### src/rtl/stochastic_to_binary_if.sv
// ============================================================================
// Module   : stochastic_to_binary_if
// Brief    : Stream-in / result-out bundle for the stochastic-to-binary counter.
// Revision : 1.0
// ============================================================================
`default_nettype none

interface stochastic_to_binary_if #(
   parameter int CW = 4
);
   logic          start;
   logic          bit_valid;
   logic          bit_in;
   logic          busy;
   logic          out_valid;
   logic          out_ready;
   logic [CW-1:0] count;

   modport master (
      output start, bit_valid, bit_in, out_ready,
      input  busy, out_valid, count
   );

   modport slave (
      input  start, bit_valid, bit_in, out_ready,
      output busy, out_valid, count
   );
endinterface

`default_nettype wire

### src/rtl/stochastic_to_binary.sv
// ============================================================================
// Module   : stochastic_to_binary
// Brief    : Counts the ones in an N-bit serial unipolar stochastic window.
// Revision : 1.0
// ============================================================================
`default_nettype none

module stochastic_to_binary #(
   parameter int N  = 16384,
   parameter int CW = $clog2(N + 1),
   parameter int LW = $clog2(N)
) (
   input  logic                  clk,
   input  logic                  rst,
   stochastic_to_binary_if.slave sb
);

   typedef enum logic [1:0] {
      S_IDLE  = 2'd0,
      S_ACCUM = 2'd1,
      S_HOLD  = 2'd2
   } state_t;

   localparam logic [LW-1:0] c_last = LW'(N - 1);

   state_t        r_state;
   logic [CW-1:0] r_ones;
   logic [LW-1:0] r_len;
   logic [CW-1:0] r_count;
   logic          r_busy;
   logic          r_out_valid;

   always_ff @(posedge clk or posedge rst) begin
      if (rst) begin
         r_state     <= S_IDLE;
         r_ones      <= '0;
         r_len       <= '0;
         r_count     <= '0;
         r_busy      <= 1'b0;
         r_out_valid <= 1'b0;
      end else begin
         case (r_state)
            S_IDLE: begin
               if (sb.start) begin
                  r_ones  <= '0;
                  r_len   <= '0;
                  r_busy  <= 1'b1;
                  r_state <= S_ACCUM;
               end
            end
            S_ACCUM: begin
               if (sb.bit_valid) begin
                  // The Nth bit goes straight into the result; the CW-bit sum cannot wrap.
                  if (r_len == c_last) begin
                     r_count     <= r_ones + CW'(sb.bit_in);
                     r_busy      <= 1'b0;
                     r_out_valid <= 1'b1;
                     r_state     <= S_HOLD;
                  end else begin
                     r_len  <= r_len + LW'(1);
                     r_ones <= r_ones + CW'(sb.bit_in);
                  end
               end
            end
            S_HOLD: begin
               if (sb.out_ready) begin
                  r_out_valid <= 1'b0;
                  // A start accepted with the handshake opens the next window without a gap.
                  if (sb.start) begin
                     r_ones  <= '0;
                     r_len   <= '0;
                     r_busy  <= 1'b1;
                     r_state <= S_ACCUM;
                  end else begin
                     r_state <= S_IDLE;
                  end
               end
            end
            default: begin
               r_busy      <= 1'b0;
               r_out_valid <= 1'b0;
               r_state     <= S_IDLE;
            end
         endcase
      end
   end

   assign sb.busy      = r_busy;
   assign sb.out_valid = r_out_valid;
   assign sb.count     = r_count;

endmodule

`default_nettype wire

### src/flat_wrapper.sv
// flat-port wrapper written by rule: the top's interface ports become plain ports
module stochastic_to_binary_flat 
#(
   parameter int N  = 16384,
   parameter int CW = $clog2(N + 1),
   parameter int LW = $clog2(N)
)
  (clk, rst, sb_start, sb_bit_valid, sb_bit_in, sb_out_ready, sb_busy, sb_out_valid, sb_count);
  stochastic_to_binary_if #(.CW(CW)) sb_i ();
  input  logic clk;
  input  logic rst;
  input wire logic [$bits(sb_i.start)-1:0] sb_start;
  input wire logic [$bits(sb_i.bit_valid)-1:0] sb_bit_valid;
  input wire logic [$bits(sb_i.bit_in)-1:0] sb_bit_in;
  input wire logic [$bits(sb_i.out_ready)-1:0] sb_out_ready;
  output wire logic [$bits(sb_i.busy)-1:0] sb_busy;
  output wire logic [$bits(sb_i.out_valid)-1:0] sb_out_valid;
  output wire logic [$bits(sb_i.count)-1:0] sb_count;
  assign sb_i.start = sb_start;
  assign sb_i.bit_valid = sb_bit_valid;
  assign sb_i.bit_in = sb_bit_in;
  assign sb_i.out_ready = sb_out_ready;
  assign sb_busy = sb_i.busy;
  assign sb_out_valid = sb_i.out_valid;
  assign sb_count = sb_i.count;
  stochastic_to_binary #(.N(N), .CW(CW), .LW(LW)) u_core (.clk(clk), .rst(rst), .sb(sb_i));
endmodule
### config.mk
export PLATFORM = sky130hd
export DESIGN_NAME = stochastic_to_binary_flat
export DESIGN_NICKNAME = d
export VERILOG_FILES = /design/src/rtl/stochastic_to_binary_if.sv /design/src/rtl/stochastic_to_binary.sv /design/src/flat_wrapper.sv
export SDC_FILE = /design/constraint.sdc
export NUM_CORES = 1
export LEC_CHECK = 0
export ABC_CLOCK_PERIOD_IN_PS = 2900
export CORE_MARGIN = 2
export CORE_UTILIZATION = 55
export CTS_CLUSTER_SIZE = 20
export DETAILED_ROUTE_END_ITERATION = 10
export HOLD_SLACK_MARGIN = 0.03
export PLACE_DENSITY = 0.82
export RECOVER_POWER = 25
export SKIP_CTS_REPAIR_TIMING = 1
export SLEW_MARGIN = 10
export SYNTH_ARGS = -nofsm -noshare
export SYNTH_HDL_FRONTEND = slang
export SYNTH_SLANG_ARGS = --single-unit
### constraint.sdc
create_clock -name clk -period 2.9 [get_ports clk]
set_clock_uncertainty 0.2 [all_clocks]
set_input_delay 0.435 -clock clk [delete_from_list [all_inputs] [get_ports clk]]
set_output_delay 0.435 -clock clk [all_outputs]
set_load 0.05 [all_outputs]
Word level (Yosys, flattened, before mapping). Cells that the tools add are included.

Bits in registers: 48. Bits of input ports: 6. Output and inout bits: 17. Logic and storage cells: 49.

Add/sub/neg operators: 2. Eq/ne operators: 8. Mux-type cells: 25. Bitwise logic cells: 1. Reductions and logical operators: 7.

Operator list (number): two-way mux 15 bit (4); two-way mux 14 bit (4); one-hot mux 15 bit (3 select lines) (1); one-hot mux 14 bit (3 select lines) (1); adder 15 x 1 -> 15 bit (1); adder 14 x 1 -> 14 bit (second input constant) (1); equality test 14 bit (second input constant) (1); AND reduction 4 bit (3); two-way mux 1 bit (8); two-way mux 2 bit (4); inequality test 2 bit (second input constant) (4); one-hot mux 1 bit (3 select lines) (2); one-hot mux 2 bit (3 select lines) (1); AND reduction 3 bit (2); nonzero test 3 bit (1); equality test 2 x 1 -> 1 bit (second input constant) (1); equality test 2 bit (second input constant) (1); logical NOT 2 bit (1); inequality test 2 x 1 -> 1 bit (second input constant) (1); NOT 1 bit (1).

Longest topological paths before layout.
Depth in word-level cells: 4. Gate-level depth with buffers: 8. Depth with buffers taken out: 7.

Worst setup path before layout. OpenSTA, ideal clock, no wires.

Kind: in2reg. Start point: in sb_bit_in. End point: reg u_core.r_ones[12]. Setup time: 0.083 ns. Arrival time: 1.889 ns. Data required time: 2.617 ns. Setup slack: 0.729 ns. Stages: 7. Path buffers: 0. Path through: ha_1 > ha_1 > nand2_1 > nor4_2 > nand3_1 > or3_1 > o21ai_0.

Word-level cells in the longest chain between the ends: 4.

Ends and longest elaborated chain: start: declaration (line flat_wrapper.sv:14) `input wire logic [$bits(sb_i.bit_in)-1:0] sb_bit_in;`; adder 15 x 1 -> 15 bit (line stochastic_to_binary.sv:61) `r_ones <= r_ones + CW'(sb.bit_in);`; two-way mux 15 bit (line stochastic_to_binary.sv:54) `if (r_len == c_last) begin`; two-way mux 15 bit (line stochastic_to_binary.sv:52) `if (sb.bit_valid) begin`; one-hot mux 15 bit (3 select lines) (line stochastic_to_binary.sv:42) `case (r_state)`; end signal: assignment (line stochastic_to_binary.sv:61); end: declaration (line stochastic_to_binary.sv:27) `logic [CW-1:0] r_ones;`.

No other way between the ends. The select of a mux whose other input is x is not followed. A chain may end at the register's enable or synchronous reset.

Worst setup path in the final report. Ends and elaborated chain as after synthesis.

==> results_dict.tcl <==
set metrics [dict create \
    cp.arrival_ns 2.41 \
    r2r_cells 7 \
    synth-warning-count 0 \
    grt_overflow 0 \
    synthCells 254 \
    grt_util_met2 0.305 \
    viasPerCell 5.78 \
    ys_seq_area_frac 0.504 \
    layout-drive-gt1-share 0.0786 \
    cts.path.max_buffers 2 \
    grt_pass1_wl_mm 8.16 \
    setup_viol 0 \
    antenna_found_initial 0 \
    num-nets-final 288 \
    core_um2 4090 \
    rsz0062_at_grt "no" \
    grt_pass1_vias 1750 \
    use_met3 0.0349 \
    start_util 0.583 \
    synth_area_leaders "dfrtp_1 (50%), o21ai_0 (6.3%), nand2_1 (5.5%), xnor2_1 (4.0%), a31oi_1 (3.7%)" \
    gp_congestion 0.882 \
    grt_max_degree 31 \
    root_buffer "clkbuf_8" \
    synthFlopType "dfrtp_1" \
    use_met1 0.304 \
    htree_num_levels 2 \
    worstSkewPairLatency_ns 0.28 \
    route.detailed.drc 0 \
    dieArea_um2 4870 \
    grt_usage 0.204 \
    failed_checks "capacitance limit, slew limit" \
    synth-edff-count 0 \
    rows 23 \
    yosysTopAreaCell "dfrtp_1" \
    setup_ws_ns 0.494 \
    ys_seq_elements 48 \
    worst_pin_slew_ns 1.58 \
    fin_crit_sh 0.830 \
    synth_area_um2 2380 \
    fin_crit_ns 2.41 \
    reg2reg_from "u_core.r_len[0]$_DFFE_PP0P_" \
    max_freq_ghz 0.416 \
    hpwlAfterDp_mm 3.15 \
    async_reset_ff_frac 1.00 \
    wire_per_inst_um 13.9 \
    yosysMostFrequentCell "dfrtp_1" \
    holdPathStages 2 \
    synth_top_area_share 0.504 \
    regToRegSetupSlack_ns 0.63 \
    powerDensity_nw_per_um2 499 \
    io_buffers 22 \
    die_w_um 69.8 \
    die_h_um 69.8 \
    power_leakage_nw 1.16 \
    vdd_ir_drop_max_v 0.000366 \
    drtAntennaViolNets 0 \
    nFillCells 335 \
    yosys.cell_types.count 39 \
    antenna_cells 0 \
    areaGrowthSynthToFinish_pct 15.5 \
    cap_violations 1 \
    synth_area_per_cell_um2 9.38 \
    wl_mm 4.60 \
    tns_ns 0 \
    setup.worst_path.class "input pin to flop" \
    vias 1909 \
    critical_path.startpoint_type "input pin" \
    required_ns 2.91 \
    startpoint "sb_bit_in" \
    clk_pin_slew_ns 0.08 \
    syn-num-nets 263 \
    numCtsBuffers 5 \
    ios 23 \
    hp-class "flop to flop" \
    finalHoldViolCount 0 \
    first_pass_iters 4 \
    crit_fanout 4 \
    cts_tree "done" \
    synth_common_cells "dfrtp_1 (48), nand2_1 (35), o21ai_0 (30)" \
    maxSlewHeadroom -0.0510 \
    grt_busiest_layer "met2" \
    slew_viol_final 31 \
    first_iter_violations 167 \
    outcome "finished, violations left" \
    crit_path_end_kind "flop" \
    place_ws_ns 0.210 \
    hp-start "u_core.sb.count[6]$_DFFE_PP0P_" \
    cts_sinks 48 \
]
path summary, 6_finish.rpt:
kind | to
worst max-delay path | u_core.r_ones[12]$_DFFE_PP0P_
worst min-delay path | u_core.sb.count[6]$_DFFE_PP0P_
worst max register to register | u_core.sb.count[0]$_DFFE_PP0P_
worst min register to register | u_core.sb.count[6]$_DFFE_PP0P_
max in group asynchronous | u_core.sb.count[14]$_DFFE_PP0P_
min in group asynchronous | u_core.sb.busy$_DFFE_PP0P_
per-stage QoR:
| step | instances | cell area (um^2) | util | power (mW) | hold WS (ns) |
|---|---|---|---|---|---|
| 4_1_cts | 330 | 2760 | 0.675 | 1.39 | 0.285 |
| 3_5_place_dp | 322 | 2670 | 0.653 | 0.992 | 0.269 |
| 3_3_place_gp | 322 | 2670 | 0.653 | 0.984 | 0.261 |
| 6_report | 330 | 2750 | 0.673 | 1.37 | 0.280 |
| 2_1_floorplan | 254 | 2380 | - | 0.929 | 0.245 |
| 5_1_grt | 330 | 2750 | 0.673 | 1.46 | 0.297 |
final cells by class:
class | count | area [um^2] | share of cell area
Clock buffer | 8 | 90.1 | 0.0327
Inverter | 10 | 37.5 | 0.0136
Multi-Input combinational cell | 183 | 1080 | 0.392
Sequential cell | 48 | 1200 | 0.437
Timing Repair Buffer | 31 | 280 | 0.102
Tap cell | 50 | 62.6 | 0.0227
sequential cells by signal, summed over array words and instances, names as in the netlist:
| register | flops |
|---|---|
| u_core.r_len | 14 |
| u_core.r_state | 2 |
| u_core.r_ones | 15 |
| u_core.sb.count | 15 |
| u_core.sb.busy | 1 |
| u_core.sb.out_valid | 1 |
placed cells by master (no fill, tap or decap), types with 2 or more instances in the layout:
cell type | synthesis | routed
dfrtp_1 | 48 | 48
or3_1 | 11 | 11
and4_1 | 2 | 2
clkdlybuf4s50_1 | 0 | 21
clkbuf_1 | 7 | 4
o21ai_0 | 30 | 30
a31oi_1 | 14 | 14
inv_1 | 10 | 10
a22o_1 | 4 | 4
xor2_1 | 4 | 4
a21oi_1 | 16 | 16
nand3_1 | 13 | 13
o211ai_1 | 2 | 2
nor2_1 | 7 | 7
mux2_2 | 2 | 2
ha_1 | 3 | 3
and3_1 | 3 | 3
nor3_1 | 3 | 3
buf_4 | 3 | 7
o21ai_1 | 2 | 2
nand4_1 | 5 | 5
nand2_1 | 35 | 35
xnor2_1 | 11 | 11
clkbuf_8 | 0 | 6
per-layer routing:
metal	vias up	routed length, um	part of all wire
met1	892	2280	0.49
met5	-	0	0
met4	0	11	0.0024
met2	60	2060	0.45
met3	2	252	0.055
li1	955	-	-
worst max-delay path, stage by stage:
cell and delay (ns):
clkdlybuf4s50_1 0.46, ha_1 0.17, ha_1 0.24, nand2_1 0.13, nor4_2 0.36, nand3_1 0.18, or3_1 0.36, o21ai_0 0.08
logic make-up (layout without fill, tap and decap cells):
kind of cell / after synthesis / count (layout) / synth area share
adder cells (fa/ha/maj): 3 / 3 / 0.0158
multiplexers: 2 / 2 / 0.00945
XOR/XNOR: 15 / 15 / 0.0551
flip-flops: 48 / 48 / 0.504
buffers and inverters: 23 / 49 / 0.0425
AO/OA/AOI/OAI: 73 / 73 / 0.175
AND/OR/NAND/NOR: 90 / 90 / 0.198
where the power goes:
| group | internal, mW | switching (mW) | leakage, nW |
|---|---|---|---|
| Clock | 0.195 | 0.200 | 0.0455 |
| Combinational | 0.0855 | 0.115 | 0.464 |
| Sequential | 0.718 | 0.0586 | 0.652 |
| Total | 0.998 | 0.374 | 1.16 |
Note: power is estimated with default switching activity, not from simulation.
